[src/rtl/spike_out_packer_if.sv]
// Handshake bundle between the compute unit, the spike packer and the output memory writer.
// The slave modport is the packer's view. The master modport is the surrounding environment's view.
interface spike_out_packer_if #(
   parameter int unsigned NUM_PES = 9,
   parameter int unsigned CNT_W   = 5
);
   logic                         spk_valid;
   logic [NUM_PES-1:0]           spk_data;
   logic                         spk_ready;
   logic                         out_valid;
   logic                         out_ready;
   logic [NUM_PES*CNT_W+3:0]     out_data;
   logic                         out_last;

   modport master (
      output spk_valid, spk_data, out_ready,
      input  spk_ready, out_valid, out_data, out_last
   );

   modport slave (
      input  spk_valid, spk_data, out_ready,
      output spk_ready, out_valid, out_data, out_last
   );
endinterface

[src/rtl/spike_out_packer.sv]
// Rate-codes per-PE spike counts over a programmed number of timesteps.
// Queues one {chan, counts} record per output channel for the memory writer.
module spike_out_packer #(
   parameter int unsigned NUM_PES    = 9,
   parameter int unsigned FIFO_DEPTH = 8,
   parameter int unsigned CNT_W      = 5
) (
   input  logic                     clk,
   input  logic                     nrst,
   input  logic                     i_start,
   input  logic [3:0]               i_num_timesteps,
   input  logic [3:0]               i_c_out,
   spike_out_packer_if.slave        bus,
   output logic                     o_busy,
   output logic                     o_done
);
   localparam int unsigned REC_W = NUM_PES*CNT_W + 4;
   localparam int unsigned PTR_W = $clog2(FIFO_DEPTH);
   localparam logic [PTR_W:0] FULL_CNT = (PTR_W+1)'(FIFO_DEPTH);

   typedef enum logic [1:0] {IDLE, ACCUM, DRAIN} state_t;

   state_t                         r_state, w_next;
   logic [4:0]                     r_ts_max, r_ch_max, r_ts_cnt, r_ch_cnt;
   logic [NUM_PES-1:0][CNT_W-1:0]  r_cnt, w_cnt_sum;
   logic [REC_W:0]                 r_mem [FIFO_DEPTH];
   logic [PTR_W-1:0]               r_wr_ptr, r_rd_ptr;
   logic [PTR_W:0]                 r_count;
   logic                           r_done;
   logic                           w_accept, w_final_ts, w_last_ch, w_push, w_pop;

   always_comb begin
      for (int unsigned i = 0; i < NUM_PES; i++) begin
         w_cnt_sum[i] = r_cnt[i] + CNT_W'(bus.spk_data[i]);
      end
   end

   assign bus.spk_ready = (r_state == ACCUM) && (r_count != FULL_CNT);
   assign w_accept      = bus.spk_valid && bus.spk_ready;
   assign w_final_ts    = (r_ts_cnt == r_ts_max - 5'd1);
   assign w_last_ch     = (r_ch_cnt == r_ch_max - 5'd1);
   assign w_push        = w_accept && w_final_ts;
   assign w_pop         = bus.out_valid && bus.out_ready;

   // The head entry is read straight from storage, so nothing is presented until the cycle after the push.
   assign bus.out_valid = (r_count != '0);
   assign {bus.out_last, bus.out_data} = r_mem[r_rd_ptr];
   assign o_busy        = (r_state != IDLE);
   assign o_done        = r_done;

   always_ff @(posedge clk or negedge nrst) begin
      if (!nrst) r_state <= IDLE;
      else       r_state <= w_next;
   end

   always_comb begin
      w_next = r_state;
      unique case (r_state)
         IDLE:    if (i_start) w_next = ACCUM;
         ACCUM:   if (w_push && w_last_ch) w_next = DRAIN;
         DRAIN:   if (r_count == '0) w_next = IDLE;
         default: w_next = IDLE;
      endcase
   end

   always_ff @(posedge clk or negedge nrst) begin
      if (!nrst) begin
         r_ts_max <= '0;
         r_ch_max <= '0;
         r_ts_cnt <= '0;
         r_ch_cnt <= '0;
         r_cnt    <= '0;
         r_done   <= 1'b0;
      end else begin
         r_done <= (r_state == DRAIN) && (r_count == '0);
         if (r_state == IDLE && i_start) begin
            // A zero field encodes 16, which sets bit 4 and leaves the low bits clear.
            r_ts_max <= {i_num_timesteps == 4'd0, i_num_timesteps};
            r_ch_max <= {i_c_out == 4'd0, i_c_out};
            r_ts_cnt <= '0;
            r_ch_cnt <= '0;
            r_cnt    <= '0;
         end else if (w_accept) begin
            if (w_final_ts) begin
               r_cnt    <= '0;
               r_ts_cnt <= '0;
               r_ch_cnt <= r_ch_cnt + 5'd1;
            end else begin
               r_cnt    <= w_cnt_sum;
               r_ts_cnt <= r_ts_cnt + 5'd1;
            end
         end
      end
   end

   always_ff @(posedge clk or negedge nrst) begin
      if (!nrst) begin
         for (int unsigned i = 0; i < FIFO_DEPTH; i++) r_mem[i] <= '0;
         r_wr_ptr <= '0;
         r_rd_ptr <= '0;
         r_count  <= '0;
      end else begin
         if (w_push) begin
            r_mem[r_wr_ptr] <= {w_last_ch, r_ch_cnt[3:0], w_cnt_sum};
            r_wr_ptr        <= r_wr_ptr + PTR_W'(1);
         end
         if (w_pop) r_rd_ptr <= r_rd_ptr + PTR_W'(1);
         unique case ({w_push, w_pop})
            2'b10:   r_count <= r_count + (PTR_W+1)'(1);
            2'b01:   r_count <= r_count - (PTR_W+1)'(1);
            default: r_count <= r_count;
         endcase
      end
   end
endmodule

[src/flat_wrapper.sv]
// flat-port wrapper written by rule: the top's interface ports become plain ports
module spike_out_packer_flat 
#(
   parameter int unsigned NUM_PES    = 9,
   parameter int unsigned FIFO_DEPTH = 8,
   parameter int unsigned CNT_W      = 5
)
  (clk, nrst, i_start, i_num_timesteps, i_c_out, o_busy, o_done, bus_spk_valid, bus_spk_data, bus_out_ready, bus_spk_ready, bus_out_valid, bus_out_data, bus_out_last);
  spike_out_packer_if #(.NUM_PES(NUM_PES), .CNT_W(CNT_W)) bus_i ();
  input  logic clk;
  input  logic nrst;
  input  logic i_start;
  input  logic [3:0] i_num_timesteps;
  input  logic [3:0] i_c_out;
  output logic o_busy;
  output logic o_done;
  input wire logic [$bits(bus_i.spk_valid)-1:0] bus_spk_valid;
  input wire logic [$bits(bus_i.spk_data)-1:0] bus_spk_data;
  input wire logic [$bits(bus_i.out_ready)-1:0] bus_out_ready;
  output wire logic [$bits(bus_i.spk_ready)-1:0] bus_spk_ready;
  output wire logic [$bits(bus_i.out_valid)-1:0] bus_out_valid;
  output wire logic [$bits(bus_i.out_data)-1:0] bus_out_data;
  output wire logic [$bits(bus_i.out_last)-1:0] bus_out_last;
  assign bus_i.spk_valid = bus_spk_valid;
  assign bus_i.spk_data = bus_spk_data;
  assign bus_i.out_ready = bus_out_ready;
  assign bus_spk_ready = bus_i.spk_ready;
  assign bus_out_valid = bus_i.out_valid;
  assign bus_out_data = bus_i.out_data;
  assign bus_out_last = bus_i.out_last;
  spike_out_packer #(.NUM_PES(NUM_PES), .FIFO_DEPTH(FIFO_DEPTH), .CNT_W(CNT_W)) u_core (.clk(clk), .nrst(nrst), .i_start(i_start), .i_num_timesteps(i_num_timesteps), .i_c_out(i_c_out), .bus(bus_i), .o_busy(o_busy), .o_done(o_done));
endmodule
[config.mk]
export PLATFORM = sky130hd
export DESIGN_NAME = spike_out_packer_flat
export DESIGN_NICKNAME = d
export VERILOG_FILES = /design/src/rtl/spike_out_packer_if.sv /design/src/rtl/spike_out_packer.sv /design/src/flat_wrapper.sv
export SDC_FILE = /design/constraint.sdc
export NUM_CORES = 1
export LEC_CHECK = 0
export CORE_ASPECT_RATIO = 1.75
export CORE_UTILIZATION = 45
export CTS_CLUSTER_SIZE = 25
export DETAILED_ROUTE_END_ITERATION = 12
export GPL_TIMING_DRIVEN = 0
export PLACE_DENSITY = 0.63
export SLEW_MARGIN = 20
export SYNTH_ARGS = -nofsm -noshare
export SYNTH_HDL_FRONTEND = slang
export SYNTH_SLANG_ARGS = --single-unit
[constraint.sdc]
create_clock -name clk -period 4.2 [get_ports clk]
set_input_delay 0.42 -clock clk [delete_from_list [all_inputs] [get_ports clk]]
set_output_delay 0.42 -clock clk [all_outputs]
set_load 0.02 [all_outputs]
==> flow_metrics.py, run 1 <==
metrics = {
    "run_status": {
        "status": "finished, final reports clean",
    },
    "clock_tree": {
        "cts_buffer_depth": 3,
        "numCtsBuffers": 42,
        "cts.sinks": 478,
        "root_buffer": "clkbuf_16",
        "path_clk_slew_ns": 0.06,
        "cts_htree_levels": 2,
        "post-cts-setup-buffers": 0,
        "cts_tree": "built",
        "insertion_delay_ns": 0.56,
    },
    "sta": {
        "final-hold-violation-count": 0,
        "final.setup.tns_ns": 0,
        "finalCritPeriodShare": 0.973,
        "min_period_ns": 4.09,
        "relSlewSlack": 0.295,
        "slew_viol_final": 0,
        "rsz0062_at_grt": "false",
        "skew_ns": 0.0122,
        "worst_pin_slew_ns": 1.06,
        "fmax_ghz": 0.245,
        "setup_violations": 0,
    },
    "power": {
        "p_leak_nw": 11.8,
        "p_switching_w": 0.00513,
        "peakVddDrop_mv": 0.355,
        "p_seq_frac": 0.394,
        "internal-power_w": 0.00980,
        "powerDensity_nw_per_um2": 603,
        "p_sw_frac": 0.344,
        "p_clk_frac": 0.258,
        "comb_power_share": 0.348,
    },
    "routing": {
        "routed_via_density": 5.75,
        "num_vias": 13900,
        "drc_errors": 0,
        "wire_per_inst_um": 23.7,
        "drt-total-wl_mm": 57.3,
        "first_pass_iters": 4,
        "drtIter0Drc": 889,
        "postRouteAntennaNets": 0,
    },
    "flow_run": {
        "cap_viol_max_count": 0,
    },
    "cells_and_area": {
        "drive_gt1_frac": 0.234,
        "fillers": 4137,
        "final_common_cell": "dfrtp_1",
        "final_design_area_no_fill_um2": 24800,
        "area_growth_pct": 14.0,
        "fin_util": 0.518,
        "diodes": 0,
        "final_cell_mix": "478 x dfrtp_1, 216 x nand2_1, 196 x o21ai_0, 185 x mux2_2, 100 x mux4_2",
        "finalNetCount": 1838,
    },
    "synth": {
        "avgSynthCellArea_um2": 13.0,
        "netlist_instances": 1664,
        "yosysWarnings": 0,
        "yosys-top-cells-area": "dfrtp_1 55%, mux4_2 10%, mux2_2 9.6%",
        "synth_fp_nets": 1713,
        "synth_area_um2": 21700,
        "synth_top_area_share": 0.551,
        "synth_top_cell_by_area": "dfrtp_1",
        "synth_edf_count": 0,
        "synth_cell_types": 49,
        "synthFlopType": "dfrtp_1",
        "ys_seq_area_frac": 0.551,
        "ys_ff_latch": 478,
        "synthArstFlopShare": 1.00,
    },
    "worst_setup_path": {
        "path_cells": "clkbuf_1, clkbuf_1, mux4_2, mux2_2, clkdlybuf4s50_1",
        "crit_slowest_cell": "clkbuf_1",
        "rr_startpoint": "u_core.r_ts_max[0]",
        "crit_start": "u_core.r_rd_ptr[1]",
        "cp.arrival_ns": 3.67,
        "slowest_delay_ns": 0.78,
        "crit_required_ns": 3.78,
        "cp-end-kind": "output pin",
        "critical_path_class": "register to output pin",
        "crit_top_cell": "clkbuf_1",
        "cp_max_fo": 10,
        "worstSetupStartpointType": "register",
    },
    "grt": {
        "grt.total_usage": 0.244,
        "overflow": 0,
        "grt_max_degree": 105,
        "first_global_vias": 15000,
        "grt_pass1_wl_mm": 89.2,
        "antenna_found_initial": 0,
    },
    "placement": {
        "dpl.hpwl_mm": 38.8,
        "portBuffers": 75,
        "gp_congestion": 0.803,
        "placed_cell_area_um2": 23300,
    },
    "die": {
        "rows": 106,
        "start_util": 0.455,
        "fp.dieW_um": 168,
        "fp.coreArea_um2": 47700,
        "dieArea_um2": 49100,
        "die_h_um": 293,
        "num_io_pins": 76,
    },
    "min_path": {
        "hp-class": "input port to asynchronous set/reset pin",
    },
}
final timing paths:
check / end / slack, ns / cells after the start
max in group asynchronous: u_core.r_mem[225] / 2.62 / 4
min in group clk: u_core.r_ch_max[2] / 0.41 / 3
min reg2reg: u_core.r_mem[28] / 0.47 / 2
min: u_core.r_mem[345] / 0.31 / 2
max: bus_out_last / 0.11 / 5
max reg2reg: u_core.r_count[2] / 0.86 / 14
metrics by stage:
step | hold slack, ns | worst slack, ns | power [W] | cells
6_report | 0.310 | 0.112 | 0.0149 | 2415
5_1_grt | 0.321 | 0.107 | 0.0157 | 2415
4_1_cts | 0.297 | 0.0259 | 0.0151 | 2415
3_5_place_dp | 0.298 | 0.346 | 0.0112 | 2338
3_3_place_gp | 0.457 | -17.82 | 0.0110 | 2333
2_1_floorplan | 0.124 | 1.26 | 0.00931 | 1664
kinds of logic (layout without fill, tap and decap cells):
group | Yosys count | in the layout | share of synthesized area
AO/OA/AOI/OAI | 259 | 259 | 0.0698
XOR/XNOR | 50 | 50 | 0.0205
adder cells (fa/ha/maj) | 27 | 27 | 0.0156
buffers and inverters | 170 | 327 | 0.0333
flip-flops | 478 | 478 | 0.551
multiplexers | 386 | 386 | 0.249
AND/OR/NAND/NOR | 294 | 294 | 0.0608
per-layer routing:
metal	vias up	wire length, µm	track usage
met5	-	0	0
met4	0	2590	0.109
met3	129	2120	0.0273
met2	341	30700	0.446
met1	7236	21900	0.285
li1	6188	-	-
registers in the layout, summed over array words and instances, names as in the netlist, 3 cells and up:
name and flops:
u_core.r_ch_max 5, u_core.r_cnt 45, u_core.r_wr_ptr 3, u_core.r_ts_max 5, u_core.r_rd_ptr 3, u_core.r_count 4
u_core.r_mem 400, u_core.r_ch_cnt 5, u_core.r_ts_cnt 5
critical path, delay by kind of cell, from the launching register on:
family	cells	cell delay, ns
multiplexers	2	0.73
flip-flops	1	0.41
buffers and inverters	3	1.97
cells in the mapped netlist (all sizes together) (2+ instances only):
cell type and n:
nor4 2, mux2i 57, o2111ai 6, o211ai 2, a2bb2oi 2, nor2 10, a21oi 4, o31ai 13
or4 5, mux4 100, dfrtp 478, nor3 3, nand3 22, ha 27, clkbuf 47, nand4bb 2
o21ai 196, nor2b 11, nand4 4, nand3b 2, a211oi 2, xnor2 22, xor2 28, nand2b 5
nor4b 5, a22o 28, and3 3, buf 61, inv 62, nand2 216, mux2 229
what timing repair did:
| item | in CTS | in global routing |
|---|---|---|
| resized for setup | 12 | 2 |
| endpoints found under the hold margin | 27 | 0 |
| hold buffers | 1 | 0 |
| setup endpoints to repair | 40 | 1 |
layout make-up:
class                   instances  area (µm²)  area share
plain buffers                 108         539      0.0218
clock inverters                 9        45.0     0.00182
well taps                     594         743      0.0300
flip-flops and latches        478       12000       0.483
multi-input cells            1016        9020       0.364
repair buffers                 81         903      0.0365
clock buffers                  67        1310      0.0529
inverters                      62         233     0.00940
power by group through the flow:
stage	logic, W	clock network, W	registers [W]
global placement	0.00510	0	0.00593
floorplan	0.00351	0	0.00580
finish	0.00520	0.00385	0.00588
CTS	0.00527	0.00393	0.00588
detailed placement	0.00522	0	0.00596
global route	0.00562	0.00408	0.00598
(Power assumes the default switching activity.)
==> run 2, diff against run 1 <==
Settings changed: SLEW_MARGIN 20 to unset.
==> run 2 against run 1 <==
Against the previous run: clock-buffer cell count is the same; clock power grew 11%; via count up 0.60%; register-to-register slack is essentially flat; sequential share of layout area down 0.33 points; die area unchanged; sequential power barely moved; clock skew rose by 0.0099 ns.
==> flow_metrics.py, run 2 (same netlist as run 1, synthesis figures left out) <==
metrics = {
    "run_status": {
        "status": "finished, final reports clean",
    },
    "sta": {
        "relSlewSlack": 0.277,
        "slew_viol_final": 0,
        "setup_violations": 0,
        "min_period_ns": 4.01,
        "worst_pin_slew_ns": 1.08,
        "finalCritPeriodShare": 0.954,
        "final-hold-violation-count": 0,
        "final.setup.tns_ns": 0,
        "rsz0062_at_grt": "false",
        "fmax_ghz": 0.250,
        "setup_slack_ns": 0.194,
        "skew_ns": 0.0221,
    },
    "worst_setup_path": {
        "crit_top_cell": "clkbuf_1",
        "cp_max_fo": 10,
        "cp-end-kind": "output pin",
        "worstSetupStartpointType": "register",
        "reg2reg_slack_ns": 0.86,
        "crit_required_ns": 3.78,
        "crit_slowest_cell": "clkbuf_1",
        "path_cells": "clkbuf_1, clkbuf_1, mux4_2, mux2_2, clkdlybuf4s50_1",
        "cp.arrival_ns": 3.59,
        "reg2reg_depth": 14,
        "critical_path_class": "register to output pin",
        "cp_num_buf_inv": 3,
        "regToRegEndpoint": "u_core.r_count[2]",
        "slowest_delay_ns": 0.73,
        "rr_startpoint": "u_core.r_ts_max[0]",
        "critPathTopFamily": "buffers and inverters",
    },
    "clock_tree": {
        "post-cts-setup-buffers": 0,
        "path_clk_slew_ns": 0.07,
        "cts_buffer_depth": 3,
        "root_buffer": "clkbuf_16",
        "cts.sinks": 478,
        "cts_tree": "built",
        "insertion_delay_ns": 0.56,
        "cts_htree_levels": 2,
        "numCtsBuffers": 43,
    },
    "placement": {
        "gp_congestion": 0.803,
        "dpl.hpwl_mm": 38.8,
        "placed_cell_area_um2": 23300,
        "portBuffers": 75,
        "dp_slack_ns": 0.280,
        "place_inst": 2337,
    },
    "routing": {
        "drtIter0Drc": 931,
        "drt-total-wl_mm": 57.2,
        "wire_per_inst_um": 23.7,
        "routed_via_density": 5.79,
        "postRouteAntennaNets": 0,
        "num_vias": 14000,
        "first_pass_iters": 5,
        "drc_errors": 0,
    },
    "grt": {
        "antenna_found_initial": 0,
        "grt_max_degree": 125,
        "first_global_vias": 15000,
        "overflow": 0,
        "grt_pass1_wl_mm": 89.3,
        "grt.total_usage": 0.243,
    },
    "cells_and_area": {
        "diodes": 0,
        "fillers": 4159,
        "layout.cells.non_filler": 2415,
        "drive_gt1_frac": 0.237,
        "finalNetCount": 1838,
        "area_growth_pct": 14.8,
        "final_design_area_no_fill_um2": 24900,
        "final_common_cell": "dfrtp_1",
        "final_cell_mix": "478 x dfrtp_1, 216 x nand2_1, 196 x o21ai_0, 185 x mux2_2, 100 x mux4_2",
        "largest_reg_flops": 400,
        "largest_registers": "u_core.r_mem x400, u_core.r_cnt x45",
        "multiInputGateArea_um2": 9020,
        "seqCellArea_um2": 12000,
        "regMostFlops": "u_core.r_mem",
    },
    "power": {
        "finalPower_w": 0.0154,
        "peakVddDrop_mv": 0.369,
        "p_leak_nw": 11.9,
        "powerDensity_nw_per_um2": 616,
    },
    "die": {
        "die_h_um": 293,
        "num_io_pins": 76,
        "fp.dieW_um": 168,
        "fp.coreArea_um2": 47700,
        "rows": 106,
        "dieArea_um2": 49100,
        "start_util": 0.455,
    },
    "min_path": {
        "hp-class": "input port to asynchronous set/reset pin",
    },
    "flow_run": {
        "cap_viol_max_count": 0,
    },
}
## run 2: worst max path at each step
stage,startpoint,endpoint,slack (ns),cells past startpoint
floorplan,u_core.r_ts_max[0],u_core.r_count[2],1.26,14
CTS,u_core.r_rd_ptr[1],bus_out_data[21],0.13,5
detailed placement,u_core.r_rd_ptr[0],bus_out_data[21],0.28,5
global placement,nrst,u_core.r_mem[224],-17.82,1
global route,u_core.r_rd_ptr[1],bus_out_data[43],0.18,5
finish,u_core.r_rd_ptr[1],bus_out_data[21],0.19,5
## run 2: through the flow
stage	hold slack [ns]	utilization
finish	0.356	0.522
global route	0.385	0.522
CTS	0.363	0.522
detailed placement	0.357	0.488
global placement	0.457	0.486
floorplan	0.124	-
## run 2: what timing repair did
action	4_1_cts	5_1_grt
hold endpoints to repair	47	0
endpoints found under the setup margin	40	0
hold buffers	1	0
gates resized for setup	15	0
## run 2: layout make-up
type | instances | share of cell area
Buffer | 108 | 0.0218
Timing Repair Buffer | 80 | 0.0351
Sequential cell | 478 | 0.480
Clock inverter | 10 | 0.00703
Tap cell | 594 | 0.0298
Multi-Input combinational cell | 1016 | 0.362
Clock buffer | 67 | 0.0549
Inverter | 62 | 0.00934
## run 2: per-layer routing
layer  global-route usage  routed length [µm]  vias to the layer above
met5                    0                   0                        -
met4                0.101                2340                        0
met3               0.0269                2230                      126
met2                0.446               30700                      346
met1                0.287               21900                     7314
li1                     -                   -                     6191
## run 2: report_power, final
group          internal [W]  leakage, nW  switching [W]
Combinational       0.00230         4.82        0.00289
Clock               0.00254        0.767        0.00174
Sequential          0.00537         6.32       0.000517
==> run 3, diff against run 2 <==
Settings changed: CORE_UTILIZATION 45 to 25, PLACE_DENSITY 0.63 to 0.4.
==> run 3 against run 2 <==
Against the previous run: via count is 1.2% lower; design area up 2.8%; first-iteration DRC count down 31%; hold slack improved by 0.0096 ns; highest routed layer unchanged; clock-buffer cell count up 6.
==> flow_metrics.py, run 3 (same netlist as run 1, synthesis figures left out) <==
metrics = {
    "grt": {
        "overflow": 0,
        "gr-usage-met1": 0.185,
        "grt.total_usage": 0.158,
        "grt_pass1_wl_mm": 102,
        "grt.busiest_layer": "met2",
        "grt_use_met2": 0.300,
        "antenna_found_initial": 0,
        "grt.met3_usage": 0.0152,
        "grt_max_degree": 122,
        "first_global_vias": 15100,
    },
    "die": {
        "start_util": 0.253,
        "dieArea_um2": 88000,
        "rows": 142,
        "num_io_pins": 76,
        "fp.dieW_um": 225,
        "die_h_um": 392,
        "fp.coreArea_um2": 85800,
    },
    "power": {
        "peakVddDrop_mv": 0.249,
        "internal-power_w": 0.0101,
        "finalPower_w": 0.0156,
        "comb_power_share": 0.345,
        "p_clk_frac": 0.279,
        "p_seq_frac": 0.376,
        "powerDensity_nw_per_um2": 609,
        "p_switching_w": 0.00547,
        "p_leak_nw": 11.9,
        "p_sw_frac": 0.350,
    },
    "worst_setup_path": {
        "reg2reg_slack_ns": 0.62,
        "cp_max_fo": 10,
        "crit_required_ns": 3.78,
        "critPathTopFamily": "buffers and inverters",
        "path_cells": "clkbuf_1, clkbuf_1, mux4_2, mux2_2, clkdlybuf4s50_1",
        "slowest_delay_ns": 0.74,
        "crit_slowest_cell": "clkbuf_1",
        "worstSetupStartpointType": "register",
        "cp-end-kind": "output pin",
        "cp.arrival_ns": 3.62,
        "crit_top_cell": "clkbuf_1",
        "cp_num_buf_inv": 3,
        "critical_path_class": "register to output pin",
    },
    "sta": {
        "fin_hold_ws_ns": 0.366,
        "rsz0062_at_grt": "false",
        "skew_ns": 0.0364,
        "worst_pin_slew_ns": 1.14,
        "setup_violations": 0,
        "final.setup.tns_ns": 0,
        "finalCritPeriodShare": 0.962,
        "relSlewSlack": 0.242,
        "setup_slack_ns": 0.160,
        "fmax_ghz": 0.247,
        "min_period_ns": 4.04,
        "final-hold-violation-count": 0,
        "slew_viol_final": 0,
    },
    "clock_tree": {
        "cts_htree_levels": 2,
        "cts_tree": "built",
        "insertion_delay_ns": 0.59,
        "cts_buffer_depth": 3,
        "path_clk_slew_ns": 0.06,
        "numCtsBuffers": 47,
        "cts.sinks": 478,
        "root_buffer": "clkbuf_16",
    },
    "placement": {
        "gp_congestion": 0.743,
        "dpl.hpwl_mm": 45.8,
        "dp_slack_ns": 0.140,
        "portBuffers": 75,
    },
    "run_status": {
        "status": "finished, final reports clean",
    },
    "cells_and_area": {
        "final_cell_mix": "478 x dfrtp_1, 216 x nand2_1, 196 x o21ai_0, 185 x mux2_2, 100 x mux4_2",
        "regMostFlops": "u_core.r_mem",
        "diodes": 0,
        "area_growth_pct": 18.0,
        "fillers": 8739,
        "largest_registers": "u_core.r_mem x400, u_core.r_cnt x45",
        "largest_reg_flops": 400,
        "final_common_cell": "dfrtp_1",
        "drive_gt1_frac": 0.238,
        "finalNetCount": 1842,
    },
    "flow_run": {
        "cap_viol_max_count": 0,
    },
    "routing": {
        "wire_per_inst_um": 22.8,
        "drt-total-wl_mm": 67.9,
        "drc_errors": 0,
        "routed_via_density": 4.63,
        "first_pass_iters": 4,
        "num_vias": 13800,
        "drtIter0Drc": 641,
        "postRouteAntennaNets": 0,
    },
    "min_path": {
        "hp-class": "input port to asynchronous set/reset pin",
    },
}
[run 3: final cells by class]
class / instances / area (µm²) / share of cell area
plain buffers: 108 / 548 / 0.0214
well taps: 1152 / 1440 / 0.0563
repair buffers: 80 / 876 / 0.0342
clock inverters: 13 / 146 / 0.00571
inverters: 62 / 233 / 0.00908
clock buffers: 73 / 1390 / 0.0544
flip-flops and latches: 478 / 12000 / 0.467
multi-input cells: 1016 / 9020 / 0.352
[run 3: per-stage QoR]
stage	utilization	instances	area [µm²]
floorplan	-	1664	21700
global placement	0.278	2891	23900
detailed placement	0.280	2895	24000
CTS	0.298	2982	25600
global route	0.299	2982	25600
finish	0.299	2982	25600
[run 3: routing by layer]
metal,up-vias,share of wire,wire length [µm]
met1,7305,0.40,27000
met2,230,0.55,37200
met3,81,0.027,1810
met5,-,0,0
met4,0,0.027,1820
li1,6195,-,-
[run 3: power groups by stage]
stage / clock [W] / sequential (W) / combinational [W]
5_1_grt: 0.00465 / 0.00598 / 0.00586
2_1_floorplan: 0 / 0.00580 / 0.00351
4_1_cts: 0.00450 / 0.00587 / 0.00553
6_report: 0.00435 / 0.00587 / 0.00538
3_5_place_dp: 0 / 0.00596 / 0.00548
3_3_place_gp: 0 / 0.00594 / 0.00538
[run 3: worst reg2reg max path: stages, from the launching register on]
cell and delay [ns]:
dfrtp_1 0.35, clkbuf_1 0.18, nor4b_2 0.85, nor2_1 0.46
nand2_1 0.47, ha_1 0.36, xor2_1 0.10, ha_1 0.19
a21oi_1 0.14, xor2_1 0.16, nor2_1 0.07, xor2_1 0.14
[run 3: worst paths after layout]
path	endpoint	startpoint	cells past startpoint
max	bus_out_last	u_core.r_rd_ptr[1]	5
min	u_core.r_mem[296]	nrst	2
max in group asynchronous	u_core.r_mem[237]	nrst	5
max reg2reg	u_core.r_count[2]	u_core.r_count[1]	11
min in group clk	u_core.r_ts_max[2]	i_num_timesteps[2]	3
min reg2reg	u_core.r_mem[119]	u_core.r_mem[119]	2
[run 3: repair_timing]
item	in CTS	in global routing
setup buffers	0	0
resized for setup	16	6
endpoints found under the setup margin	40	4
hold endpoints to repair	69	0
pin swaps	0	0
hold buffers	1	0
